===== config.mk =====
export PLATFORM = sky130hd
export DESIGN_NAME = line_buf_write_ctrl
export DESIGN_NICKNAME = d
export VERILOG_FILES = /design/src/rtl/line_buf_write_ctrl.sv
export SDC_FILE = /design/constraint.sdc
export NUM_CORES = 1
export LEC_CHECK = 0
export ABC_AREA = 1
export BUFFER_PORTS_ARGS = -buffer_cell sky130_fd_sc_hd__buf_4
export CAP_MARGIN = 20
export CORE_MARGIN = 4
export CORE_UTILIZATION = 45
export DETAILED_ROUTE_END_ITERATION = 12
export PLACE_DENSITY_LB_ADDON = 0.08
export SYNTH_ARGS = -nofsm -noshare
export SYNTH_HDL_FRONTEND = slang
export SYNTH_SLANG_ARGS = --single-unit
export TNS_END_PERCENT = 100

===== constraint.sdc =====
create_clock -name clk -period 1.6 [get_ports clk]
set_input_delay 0 -clock clk [delete_from_list [all_inputs] [get_ports clk]]
set_output_delay 0 -clock clk [all_outputs]
set_load 0.1 [all_outputs]

===== src/rtl/line_buf_write_ctrl.sv =====
// Write-side controller for a bank of four rotating line buffers.
// Accepts a raster pixel stream, writes each line into the current buffer,
// rotates to the next buffer every LINE_W pixels and tracks how many complete
// lines are held against a downstream reader. It also drives the matching
// read-mux select so that the reader always sees the oldest complete line.
module line_buf_write_ctrl #(
   parameter int DATA_W = 8,
   parameter int LINE_W = 512,
   parameter int COL_W  = 9
) (
   input  logic              clk,
   input  logic              rst,
   input  logic              i_pix_valid,
   input  logic [DATA_W-1:0] i_pix_data,
   output logic              o_ready,
   input  logic              i_rd_line_done,
   output logic [3:0]        o_wr_en,
   output logic [COL_W-1:0]  o_wr_addr,
   output logic [DATA_W-1:0] o_wr_data,
   output logic [1:0]        o_rd_sel,
   output logic              o_rows_ready,
   output logic              o_line_done,
   output logic              o_drop
);

   localparam logic [1:0] S_IDLE = 2'd0;
   localparam logic [1:0] S_LINE = 2'd1;
   localparam logic [1:0] S_FULL = 2'd2;

   localparam logic [COL_W-1:0] LAST_COL = COL_W'(LINE_W - 1);

   logic [1:0]        state_reg, state_next;
   logic [1:0]        wr_ptr_reg, wr_ptr_next;
   logic [1:0]        rd_ptr_reg, rd_ptr_next;
   logic [COL_W-1:0]  col_reg, col_next;
   logic [2:0]        fill_cnt_reg, fill_cnt_next;
   logic [3:0]        wr_en_reg;
   logic [COL_W-1:0]  wr_addr_reg;
   logic [DATA_W-1:0] wr_data_reg;
   logic [1:0]        rd_sel_reg;
   logic              rows_ready_reg;
   logic              line_done_reg;
   logic              drop_reg;

   logic accept;
   logic line_complete;
   logic rd_release;

   // All four buffers full means the writer must stall until the reader frees one.
   assign o_ready       = (fill_cnt_reg != 3'd4);
   assign accept        = i_pix_valid & o_ready;
   assign line_complete = accept & (col_reg == LAST_COL);
   // A release request with nothing buffered has nothing to free and is ignored.
   assign rd_release    = i_rd_line_done & (fill_cnt_reg != 3'd0);

   // Next-state for pointers, column, occupancy and the line FSM.
   always_comb begin
      col_next      = col_reg;
      wr_ptr_next   = wr_ptr_reg;
      rd_ptr_next   = rd_ptr_reg;
      fill_cnt_next = fill_cnt_reg;
      state_next    = state_reg;

      if (accept) begin
         col_next = line_complete ? '0 : col_reg + 1'b1;
      end
      if (line_complete) begin
         wr_ptr_next = wr_ptr_reg + 2'd1;
      end
      if (rd_release) begin
         rd_ptr_next = rd_ptr_reg + 2'd1;
      end
      // Simultaneous completion and release cancel out in the occupancy count.
      if (line_complete && !rd_release) begin
         fill_cnt_next = fill_cnt_reg + 3'd1;
      end else if (rd_release && !line_complete) begin
         fill_cnt_next = fill_cnt_reg - 3'd1;
      end

      case (state_reg)
         S_IDLE: begin
            if (accept) begin
               state_next = S_LINE;
            end
         end
         S_LINE: begin
            if (line_complete) begin
               state_next = (fill_cnt_next == 3'd4) ? S_FULL : S_IDLE;
            end
         end
         S_FULL: begin
            if (i_rd_line_done) begin
               state_next = S_IDLE;
            end
         end
         default: state_next = S_IDLE;
      endcase
   end

   // State and registered outputs; writes land one cycle after the accept.
   always_ff @(posedge clk or posedge rst) begin
      if (rst) begin
         state_reg      <= S_IDLE;
         wr_ptr_reg     <= 2'd0;
         rd_ptr_reg     <= 2'd0;
         col_reg        <= '0;
         fill_cnt_reg   <= 3'd0;
         wr_en_reg      <= 4'b0000;
         wr_addr_reg    <= '0;
         wr_data_reg    <= '0;
         rd_sel_reg     <= 2'b10;
         rows_ready_reg <= 1'b0;
         line_done_reg  <= 1'b0;
         drop_reg       <= 1'b0;
      end else begin
         state_reg      <= state_next;
         wr_ptr_reg     <= wr_ptr_next;
         rd_ptr_reg     <= rd_ptr_next;
         col_reg        <= col_next;
         fill_cnt_reg   <= fill_cnt_next;
         wr_en_reg      <= accept ? (4'b0001 << wr_ptr_reg) : 4'b0000;
         if (accept) begin
            wr_addr_reg <= col_reg;
            wr_data_reg <= i_pix_data;
         end
         // Buffer k sits on read-mux input k^2, so the select is the flipped pointer.
         rd_sel_reg     <= rd_ptr_next ^ 2'b10;
         rows_ready_reg <= (fill_cnt_next >= 3'd3);
         line_done_reg  <= line_complete;
         drop_reg       <= i_pix_valid & ~o_ready;
      end
   end

   assign o_wr_en      = wr_en_reg;
   assign o_wr_addr    = wr_addr_reg;
   assign o_wr_data    = wr_data_reg;
   assign o_rd_sel     = rd_sel_reg;
   assign o_rows_ready = rows_ready_reg;
   assign o_line_done  = line_done_reg;
   assign o_drop       = drop_reg;

endmodule


== After elaboration in Yosys (flattened, before gate mapping) ==
Index checks and enable logic that the tools add are counted.

* Word-level logic and storage cells: 36
* Input port bits: 12
* Memories kept: 0
* Memory bits (writable): 0
* Register bits after elaboration: 42
* Output and inout port bits: 27
* ROM bits: 0
* Latch bits: 0

* Muxes and demuxes: 5
* Bitwise gates (word level): 6
* Equal/unequal tests: 2
* Reduce and logical (&&, ||, !) cells: 5
* $add $sub $neg: 5
* Shift operators: 1
* Divide/modulo/power cells: 0
* $mul: 0
* $lt $le $gt $ge: 1

{| class="wikitable"
|+ Operators by type and width
! kind !! count
|-
| 9-bit by 1-bit adder with 9-bit output, second input constant || 1
|-
| 9-bit == test, second input constant || 1
|-
| 9-bit 2-to-1 mux || 1
|-
| 3-bit 2-to-1 mux || 2
|-
| 2-bit by 1-bit adder with 2-bit output, second input constant || 2
|-
| 1-bit bitwise AND || 4
|-
| 4-bit 2-to-1 mux || 1
|-
| 1-bit by 2-bit left shift with 4-bit output, first input constant || 1
|-
| 3-bit by 1-bit adder with 3-bit output, second input constant || 1
|-
| 3-bit by 2-bit greater-or-equal comparator with 1-bit output, second input constant || 1
|-
| 3-bit inequality test, second input constant || 1
|-
| 3-bit nonzero test || 1
|-
| 3-bit by 1-bit subtractor with 3-bit output, second input constant || 1
|-
| 1-bit logical AND || 2
|-
| 1-bit zero test || 2
|-
| 2-bit 2-to-1 mux || 1
|-
| 1-bit inverter || 2
|}

== Logic depth before layout (Yosys ltp) ==
Gate-level depths: netlist (run 1).

* Depth in word-level cells: 8
* Gate-level depth with buffers: 13
* Depth with buffers taken out: 13

== Least setup slack after synthesis (run 1) ==
Ideal clock, no wire load.

* Path kind: reg-to-reg
* From: reg fill_cnt_reg[0]
* To: reg rows_ready_reg, in the netlist o_rows_ready
* Period minus slack after synthesis: 1848 ps
* Cell stages (with the launch flop): 11
* Data required time: 1481 ps
* Path slack: -248 ps
* Buffers on the path: 0
* Arrival: 1729 ps
* Library setup time: 119 ps
* Cells stage by stage: dfrtp_1 > inv_1 > ha_1 > nand2_2 > nand3_4 > inv_4 > nand2_4 > nand3_1 > nand2_2 > nand2_1 > nand2_1

* Cells in the longest elaborated chain, start to end: 8
* Elaborated cells on any way between the ends: 14
* Those cells by class: add/sub (2); order compare (1); eq/ne (1); mux (2); bitwise (3); reduce/logical (5)

{| class="wikitable"
|+ Ends and longest elaborated chain
! item !! RTL line !! RTL
|-
| start, declared || 36 || <nowiki>logic [2:0] fill_cnt_reg, fill_cnt_next;</nowiki>
|-
| start signal, assigned || 120 || <nowiki>fill_cnt_reg <= fill_cnt_next;</nowiki>
|-
| 3-bit inequality test * || 50 || <nowiki>assign o_ready = (fill_cnt_reg != 3'd4);</nowiki>
|-
| via o_ready || 15 || <nowiki>output logic o_ready,</nowiki>
|-
| 1-bit bitwise AND * || 51 || <nowiki>assign accept = i_pix_valid & o_ready;</nowiki>
|-
| 1-bit bitwise AND * || 52 || <nowiki>assign line_complete = accept & (col_reg == LAST_COL);</nowiki>
|-
| via line_complete || 46 || <nowiki>logic line_complete;</nowiki>
|-
| 1-bit zero test || 76 || <nowiki>end else if (rd_release && !line_complete) begin</nowiki>
|-
| 1-bit logical AND || 76 ||
|-
| 3-bit 2-to-1 mux || 76 ||
|-
| 3-bit 2-to-1 mux * || 74 || <nowiki>if (line_complete && !rd_release) begin</nowiki>
|-
| via fill_cnt_next[0] || 36 ||
|-
| 3-bit by 2-bit greater-or-equal comparator with 1-bit output * || 128 || <nowiki>rows_ready_reg <= (fill_cnt_next >= 3'd3);</nowiki>
|-
| end signal, assigned || 128 ||
|-
| end, declared || 41 || <nowiki>logic rows_ready_reg;</nowiki>
|}

The timed path passes the listed nets; every way through them passes the cells marked *.
A chain may end at the register's enable or synchronous reset.

== Worst setup path after layout (run 1) ==
* From: reg col_reg[3]
* To: reg fill_cnt_reg[0]

* Cells in the longest elaborated chain, start to end: 6
* Elaborated cells on any way between the ends: 7
* Those cells by class: eq/ne (1); mux (2); bitwise (1); reduce/logical (3)

{| class="wikitable"
|+ Ends and longest elaborated chain
! item !! RTL line !! RTL
|-
| start, declared || 35 || <nowiki>logic [COL_W-1:0] col_reg, col_next;</nowiki>
|-
| start signal, assigned || 119 || <nowiki>col_reg <= col_next;</nowiki>
|-
| 9-bit == test * || 52 ||
|-
| 1-bit bitwise AND * || 52 ||
|-
| 1-bit zero test || 76 ||
|-
| 1-bit logical AND || 76 ||
|-
| 3-bit 2-to-1 mux || 76 ||
|-
| 3-bit 2-to-1 mux * || 74 ||
|-
| via fill_cnt_next[0] || 36 ||
|}

Marked as above.

==> impl_results.md, run 1 <==
- Run status: finished with violations
- Violations in the final reports: setup timing
- CTS tree: built
- Crit Path Max Fanout: 5
- Count of final max-slew check failures: 0
- Die ar.: 5134 µm²
- Diode count: 0
- Routed WL per cell: 12.21 µm
- Area leader, netlist: sky130_fd_sc_hd__dfrtp_1
- FF+latch area: 1027 µm²
- Count of buffering cells on the critical path with inverters included: 2
- Total number of clock tree sinks: 41
- Max-capacitance violation count: 0
- Setup violation total in the final timing report: 9
- Aggregate global routing overflow: 0
- Fraction of layout instances using a drive strength above 1: 0.3667
- Crit path launch type: flip-flop
- Tightest Hold Check Type: input port to flip-flop
- Drt first-iter violations: 28
- Worst Slack Setup Final: -132.3 ps
- Sequence of cells on the critical path: nand2_2 -> nor2_4 -> inv_2 -> nor4_4 -> ha_2 -> nand3_4 -> nand2_4 -> nand2_2 -> nand2_2 -> nand2_2 -> buf_4
- Final worst clock skew: 4.420 ps
- Clk pin slew, worst setup/hold paths: 80 ps
- Root Buffer: sky130_fd_sc_hd__clkbuf_8
- Power dissipated by switching net loads: 2883 µW
- Sort of element at the end of the critical path: flip-flop
- Total via count in the routed design: 1476
- Area growth syn-to-layout: 44.48%
- Number of antenna-violating nets in the routed design: 0
- Area fraction of the dominant cell type after synthesis: 0.5491
- DRT Pass-1 Iters: 4
- Instance count of the mapped netlist: 200
- Sink of the worst hold path: o_rd_sel[0]
- Dominant register cell in the synthesized netlist: sky130_fd_sc_hd__dfrtp_1
- Via count of the first global-routing pass: 1442
- Register bit count reported by yosys: 41
- Share of power burned in combinational logic: 0.565
- Critical-path top delay cell: sky130_fd_sc_hd__dfrtp_1
- Total design power: 5683 µW
- Most frequent cell on the critical path: sky130_fd_sc_hd__nand2_2
- Hold Path Origin: i_rd_line_done
- Largest net degree at the start of global routing: 42
- Minimum clock period: 1732 ps
- Crit-path max cell delay: 370 ps
- Power density over the cells: 2158 nW/µm²
- Achievable Freq: 577.3 MHz
- Switching Share: 0.5073
- Global-route wire length before repair: 6.230 mm
- Part of the power in registers: 0.284
- Top cells by area in the synthesized netlist: sky130_fd_sc_hd__dfrtp_1, sky130_fd_sc_hd__nand2_1, sky130_fd_sc_hd__ha_1, sky130_fd_sc_hd__inv_1, sky130_fd_sc_hd__o21ai_0
- Post-detail-place hpwl: 2.577 mm
- Die Height: 71.65 µm
- Clock latency reported for the late side of the worst-skew pair: 290 ps
- P_leak: 0.001398 µW
- Ports: 39
- Total Wirelength: 3.884 mm
- WP data arrival: 1920 ps
- Unrepaired setup endpoints after global routing: true
- Worst setup slack for register-to-register paths: -130 ps
- CP delay by family, top: simple AND/OR/NAND/NOR gates
- Most numerous cell types in the synthesized netlist: sky130_fd_sc_hd__nand2_1, sky130_fd_sc_hd__dfrtp_1, sky130_fd_sc_hd__inv_1, sky130_fd_sc_hd__o21ai_0, sky130_fd_sc_hd__nor2_1
- Unique cell type count in the Yosys netlist: 23
- Area used by multi-input combinational logic: 772.0 µm²
- Endpoint required time on the critical path: 1790 ps
- Number of design rule violations left after detail routing: 0
- Final Hold Vio Count: 0
- Final net count: 290
- Number of buffers between clock root and the deepest sink: 2
- Clock H-tree levels: 2
- Final clock period utilization by the worst path: 1.083
- Worst hold slack after final layout: 79.47 ps
- Overall Global Routing Usage: 0.1571
- Slew at the pin closest to its max-slew limit: 502.8 ps
- Number of warning messages in the yosys log: 0
- Starting density of the core: 0.4799
- Endpoint of the lowest-slack register-to-register path: fill_cnt_reg[0]
- Routability congestion estimate: 0.8026
- Most frequent cell after synthesis: sky130_fd_sc_hd__nand2_1
- Syn_nets: 221
- Clock share of power: 0.150
- Highest ir drop seen on vdd: 1.125 mV
- Critical register-to-register path startpoint: col_reg[3]
- Floorplan core area: 3799 µm²
- Cell count of the worst hold path: 3
- Internal Dissipation: 2800 µW
- Placement row count: 22
- Slew HR: 0.6648
- Async set-reset flop share out of synthesis: 1.000
- Setup Crit Path Kind: flip-flop to flip-flop
- Worst r2r path cells: 11
- Mapped cell area: 1823 µm²
- Filler cells: 304
- Cts bufs inserted: 5
- Share of synthesized area occupied by flip-flops and latches: 0.5635
- EDFF count, synth: 0
- X dimension of the die: 71.65 µm
- Vias/cell: 4.642
- Antenna violations before repair: 0
- Post-synthesis average cell area: 9.115 µm²
- Number of port buffers: 38
[layer usage]
layer  track usage  share of wire  vias to the layer above
met5             0              0                        -
met4       0.08768          0.025                        0
met3       0.05470          0.051                       10
met2        0.2459           0.50                       29
met1        0.1882           0.42                      685
li1              -              -                      752
[worst register-to-register path: cells and delay by family, from the launching register on]
kind,cells,cell delay [ps]
and+or+nand+nor,8,820
DFF,1,370
buffers and inverters,2,190
adders and majority gates,1,240
[worst max-delay path by stage]
| stage | from | end | cells past startpoint | slack (ps) |
|---|---|---|---|---|
| 3_3_place_gp | col_reg[0] | o_rows_ready | 11 | -60 |
| 6_report | col_reg[3] | fill_cnt_reg[0] | 11 | -130 |
| 5_1_grt | col_reg[3] | fill_cnt_reg[0] | 11 | -250 |
| 2_1_floorplan | col_reg[1] | o_rows_ready | 11 | -60 |
| 4_1_cts | col_reg[0] | o_rows_ready | 11 | -120 |
| 3_5_place_dp | col_reg[0] | o_rows_ready | 11 | -120 |
[power by group through the flow]
stage | clock network (µW) | logic [µW] | registers [µW]
after CTS | 866 | 2980 | 1610
after detailed placement | 0 | 2950 | 1620
after global placement | 0 | 2920 | 1620
after floorplan | 0 | 960 | 2930
final | 854 | 3210 | 1620
after global routing | 905 | 3440 | 1660
[kinds of logic after synthesis]
kind of cell,count (synthesis),share of synthesized area
DFF,41,0.5635
AOI/OAI and AO/OA,22,0.06521
adders and majority gates,9,0.06177
buffers and inverters,36,0.08030
and+or+nand+nor,88,0.2100
xor gates and xnor gates,4,0.01922
[metrics by stage]
| step | TNS (ps) | instances | area (µm²) | utilization | setup WS [ps] |
|---|---|---|---|---|---|
| final | -681.1 | 318 | 2634 | 0.6933 | -132.3 |
| after CTS | -373.5 | 313 | 2514 | 0.6617 | -118.0 |
| after detailed placement | -242.1 | 295 | 2283 | 0.6011 | -121.5 |
| after floorplan | -64.96 | 200 | 1861 | - | -61.15 |
| after global placement | -66.99 | 295 | 2283 | 0.6011 | -56.99 |
| after global routing | -2163 | 318 | 2634 | 0.6933 | -254.1 |
[layout make-up]
type,count,area share
timing repair buffer,67,0.2048
tap,48,0.02280
inverter,31,0.04513
multi-input combinational,123,0.2931
sequential,41,0.3900
clock buffer,7,0.03278
clock inverter,1,0.01140
[repair_timing]
item	in CTS	in global routing
hold endpoints to repair	49	0
gates cloned	0	0
endpoints found under the setup margin	11	22
pin swaps	2	9
hold buffers	10	0
setup buffers	0	5
gates resized for setup	3	23
[cells in the final DEF (no fill, tap or decap), drive strengths merged]
cell	synthesis	routed
nand3	10	10
nor2	10	10
nor3	4	4
dfrtp	40	40
a31oi	1	1
xor2	2	2
inv	31	31
clkbuf	0	7
dfstp	1	1
buf	5	57
ha	9	9
bufinv	0	1
o21ai	15	15
dlygate4sd3	0	10
nand2	63	63
a21oi	6	6
xnor2	2	2
nor4	1	1
No activity file was read; power rests on OpenSTA's default activity.
==> run 2, diff against run 1 <==
Settings changed: TNS_END_PERCENT 100 to 10.
Clock period 1.6 ns to 1.55 ns, I/O delays scaled along.
==> run 2 against run 1 <==
The flow still finishes with violations (setup timing). Combinational power increased by 2%. Highest routed layer unchanged. Routed wire length decreased by 0.23%. Clock-buffer cell count decreased by 2. Design area decreased by 1.2%. Clock skew increased by 2.5 ps. Critical endpoint is now o_rows_ready.
==> impl_results.md, run 2 (same netlist as run 1, synthesis figures left out) <==
- Crit path launch type: flip-flop
- Timing endpoint of the critical path: o_rows_ready
- Crit Path Max Fanout: 6 (+1)
- Worst r2r path cells: 11 (unchanged)
- Placement row count: 22 (unchanged)
- Floorplan core area: 3799 µm² (unchanged)
- Top library cells by usage in the layout, fill and taps aside: sky130_fd_sc_hd__buf_4, sky130_fd_sc_hd__nand2_1, sky130_fd_sc_hd__dfrtp_1
- Slew at the pin closest to its max-slew limit: 510.8 ps (+7.992 ps)
- Diode count: 0 (unchanged)
- Cts bufs inserted: 5 (unchanged)
- Area growth syn-to-layout: 42.69%
- Number of port buffers: 38 (unchanged)
- Routability congestion estimate: 0.8061 (+0.44%)
- Largest net degree at the start of global routing: 42 (unchanged)
- Count of final max-slew check failures: 0 (unchanged)
- Commonest non-fill, non-tap cell in the layout: sky130_fd_sc_hd__buf_4
- WP data arrival: 1880 ps (-40 ps)
- Final clock period utilization by the worst path: 1.092 (+0.009023)
- Post-detail-place hpwl: 2.705 mm (+5.0%)
- Starting density of the core: 0.4799 (unchanged)
- Worst setup slack for register-to-register paths: -140 ps (about the same)
- Minimum clock period: 1692 ps (-40.15 ps)
- Setup violation total in the final timing report: 22 (+13)
- Number of antenna-violating nets in the routed design: 0 (unchanged)
- Drt first-iter violations: 103 (+270%)
- Crit-path max cell delay: 360 ps (about the same)
- Number of design rule violations left after detail routing: 0 (unchanged)
- Global-route wire length before repair: 6.561 mm (+5.3%)
- Die Height: 71.65 µm (unchanged)
- Layout Cell Area excl Fill: 2601 µm² (-1.2%)
- Max-capacitance violation count: 0 (unchanged)
- Final worst clock skew: 6.900 ps (+2.480 ps)
- Tightest Hold Check Type: input port to flip-flop
- Worst Slack Setup Final: -142.1 ps (-9.852 ps)
- Run status: finished with violations
- Violations in the final reports: setup timing
- Final Hold Vio Count: 0 (unchanged)
- Slew HR: 0.6595 (-0.005328)
- Clock latency reported for the late side of the worst-skew pair: 290 ps (about the same)
- Critical register-to-register path startpoint: col_reg[1]
- Endpoint of the lowest-slack register-to-register path: o_rows_ready
- Total Wirelength: 3.875 mm (-0.23%)
- Ports: 39 (unchanged)
- Root Buffer: sky130_fd_sc_hd__clkbuf_8
- Die ar.: 5134 µm² (unchanged)
- Cell count of the worst hold path: 5 (+2)
- Start point of the critical path: col_reg[1]
- Fraction of layout instances using a drive strength above 1: 0.3443 (-0.02234)
- Total number of clock tree sinks: 41 (unchanged)
- Aggregate global routing overflow: 0 (unchanged)
- Sort of element at the end of the critical path: flip-flop
- Antenna violations before repair: 0 (unchanged)
- X dimension of the die: 71.65 µm (unchanged)
- Vias/cell: 4.576 (-1.4%)
- Via count of the first global-routing pass: 1499 (+4.0%)
- CTS tree: built
- Highest ir drop seen on vdd: 1.265 mV (+12%)
- Sum Neg Setup Slack: -940.6 ps (-259.5 ps)
- Routed WL per cell: 12.07 µm (-1.2%)
- Final net count: 293 (+1.0%)
- Critical-path top delay cell: sky130_fd_sc_hd__dfrtp_1
- Power density over the cells: 2224 nW/µm² (+3.1%)
- Overall Global Routing Usage: 0.1616 (+0.004422)
- Number of buffers between clock root and the deepest sink: 2 (unchanged)
- P_leak: 0.001378 µW (-1.4%)
- Clk pin slew, worst setup/hold paths: 80 ps (about the same)
- Setup Crit Path Kind: flip-flop to flip-flop
- Sequence of cells on the critical path: ha_2 -> nand2_2 -> nor4_4 -> ha_2 -> nand3_4 -> inv_4 -> nand2_4 -> nand3_2 -> nand2_2 -> nand2_1 -> nand2_1
- Unrepaired setup endpoints after global routing: true
- Placed cell area: 2321 µm² (+1.6%)
- Achievable Freq: 591.0 MHz (+2.4%)
- DRT Pass-1 Iters: 4 (unchanged)
- Clock H-tree levels: 2 (unchanged)
- Endpoint required time on the critical path: 1730 ps (-60 ps)
- Total via count in the routed design: 1469 (-0.47%)
[run 2: changes by cell type in the layout (fill, tap and decap cells not counted), sizes merged]
cell / before / now
clkbuf: 7 / 5
clkinv: 0 / 1
buf: 57 / 60
clkinvlp: 0 / 1
[run 2: cell type report]
cell class | count | area (µm²)
clock buffers | 5 | 68.82
clock inverters | 3 | 46.29
fillers | 307 | 1197
inverters | 31 | 118.9
multi-input cells | 123 | 725.7
flip-flops and latches | 41 | 1027
well taps | 48 | 60.06
repair buffers | 70 | 554.3
[run 2: worst min-delay path by stage]
stage	startpoint	endpoint	slack (ps)
after detailed placement	rst	o_wr_data[1]	170
final	i_rd_line_done	o_rd_sel[1]	80
after floorplan	i_pix_valid	o_drop	110
after global routing	i_rd_line_done	o_rd_sel[1]	120
after global placement	rst	o_wr_data[6]	160
after CTS	i_rd_line_done	o_rd_sel[1]	80
[run 2: per-layer routing]
layer  vias to the layer above  routed length (µm)  track usage
li1                        758                   -            -
met1                       668                1698       0.1927
met2                        35                1931       0.2755
met3                         8                 174      0.04909
met4                         0                  70      0.05637
met5                         -                   0            0
[run 2: repair_timing]
item                                    CTS  global route
gates cloned                              0             0
gates resized for setup                   8             3
endpoints found under the hold margin    49             0
hold buffers                             10             0
pin swaps                                 6             6
setup buffers                             3             0
endpoints found under the setup margin   14            34
[run 2: power breakdown]
part,leakage (µW),internal [µW],switching (µW)
Combinational,0.000828,903,2370
Clock,0.0000543,482,379
Sequential,0.000496,1440,216
Total,0.00138,2820,2960
[run 2: through the flow]
step                      worst slack, ps  utilization  instances  total power [µW]  hold WS [ps]
after floorplan                    -111.2            -        200              4020         106.2
after global placement             -104.3       0.6110        300              4769         164.2
after detailed placement           -158.1       0.6110        300              4797         168.0
after CTS                          -165.3       0.6808        321              5785         76.71
after global routing               -277.3       0.6848        321              6089         117.6
final                              -142.1       0.6848        321              5785         81.37
[run 2: worst max-delay path, delay by kind of cell, from the launching register on]
| family | cells | cell delay [ps] |
|---|---|---|
| adder cells (fa/ha/maj) | 2 | 440 |
| buffers and inverters | 1 | 80 |
| flip-flops | 1 | 360 |
| AND/OR/NAND/NOR | 8 | 700 |
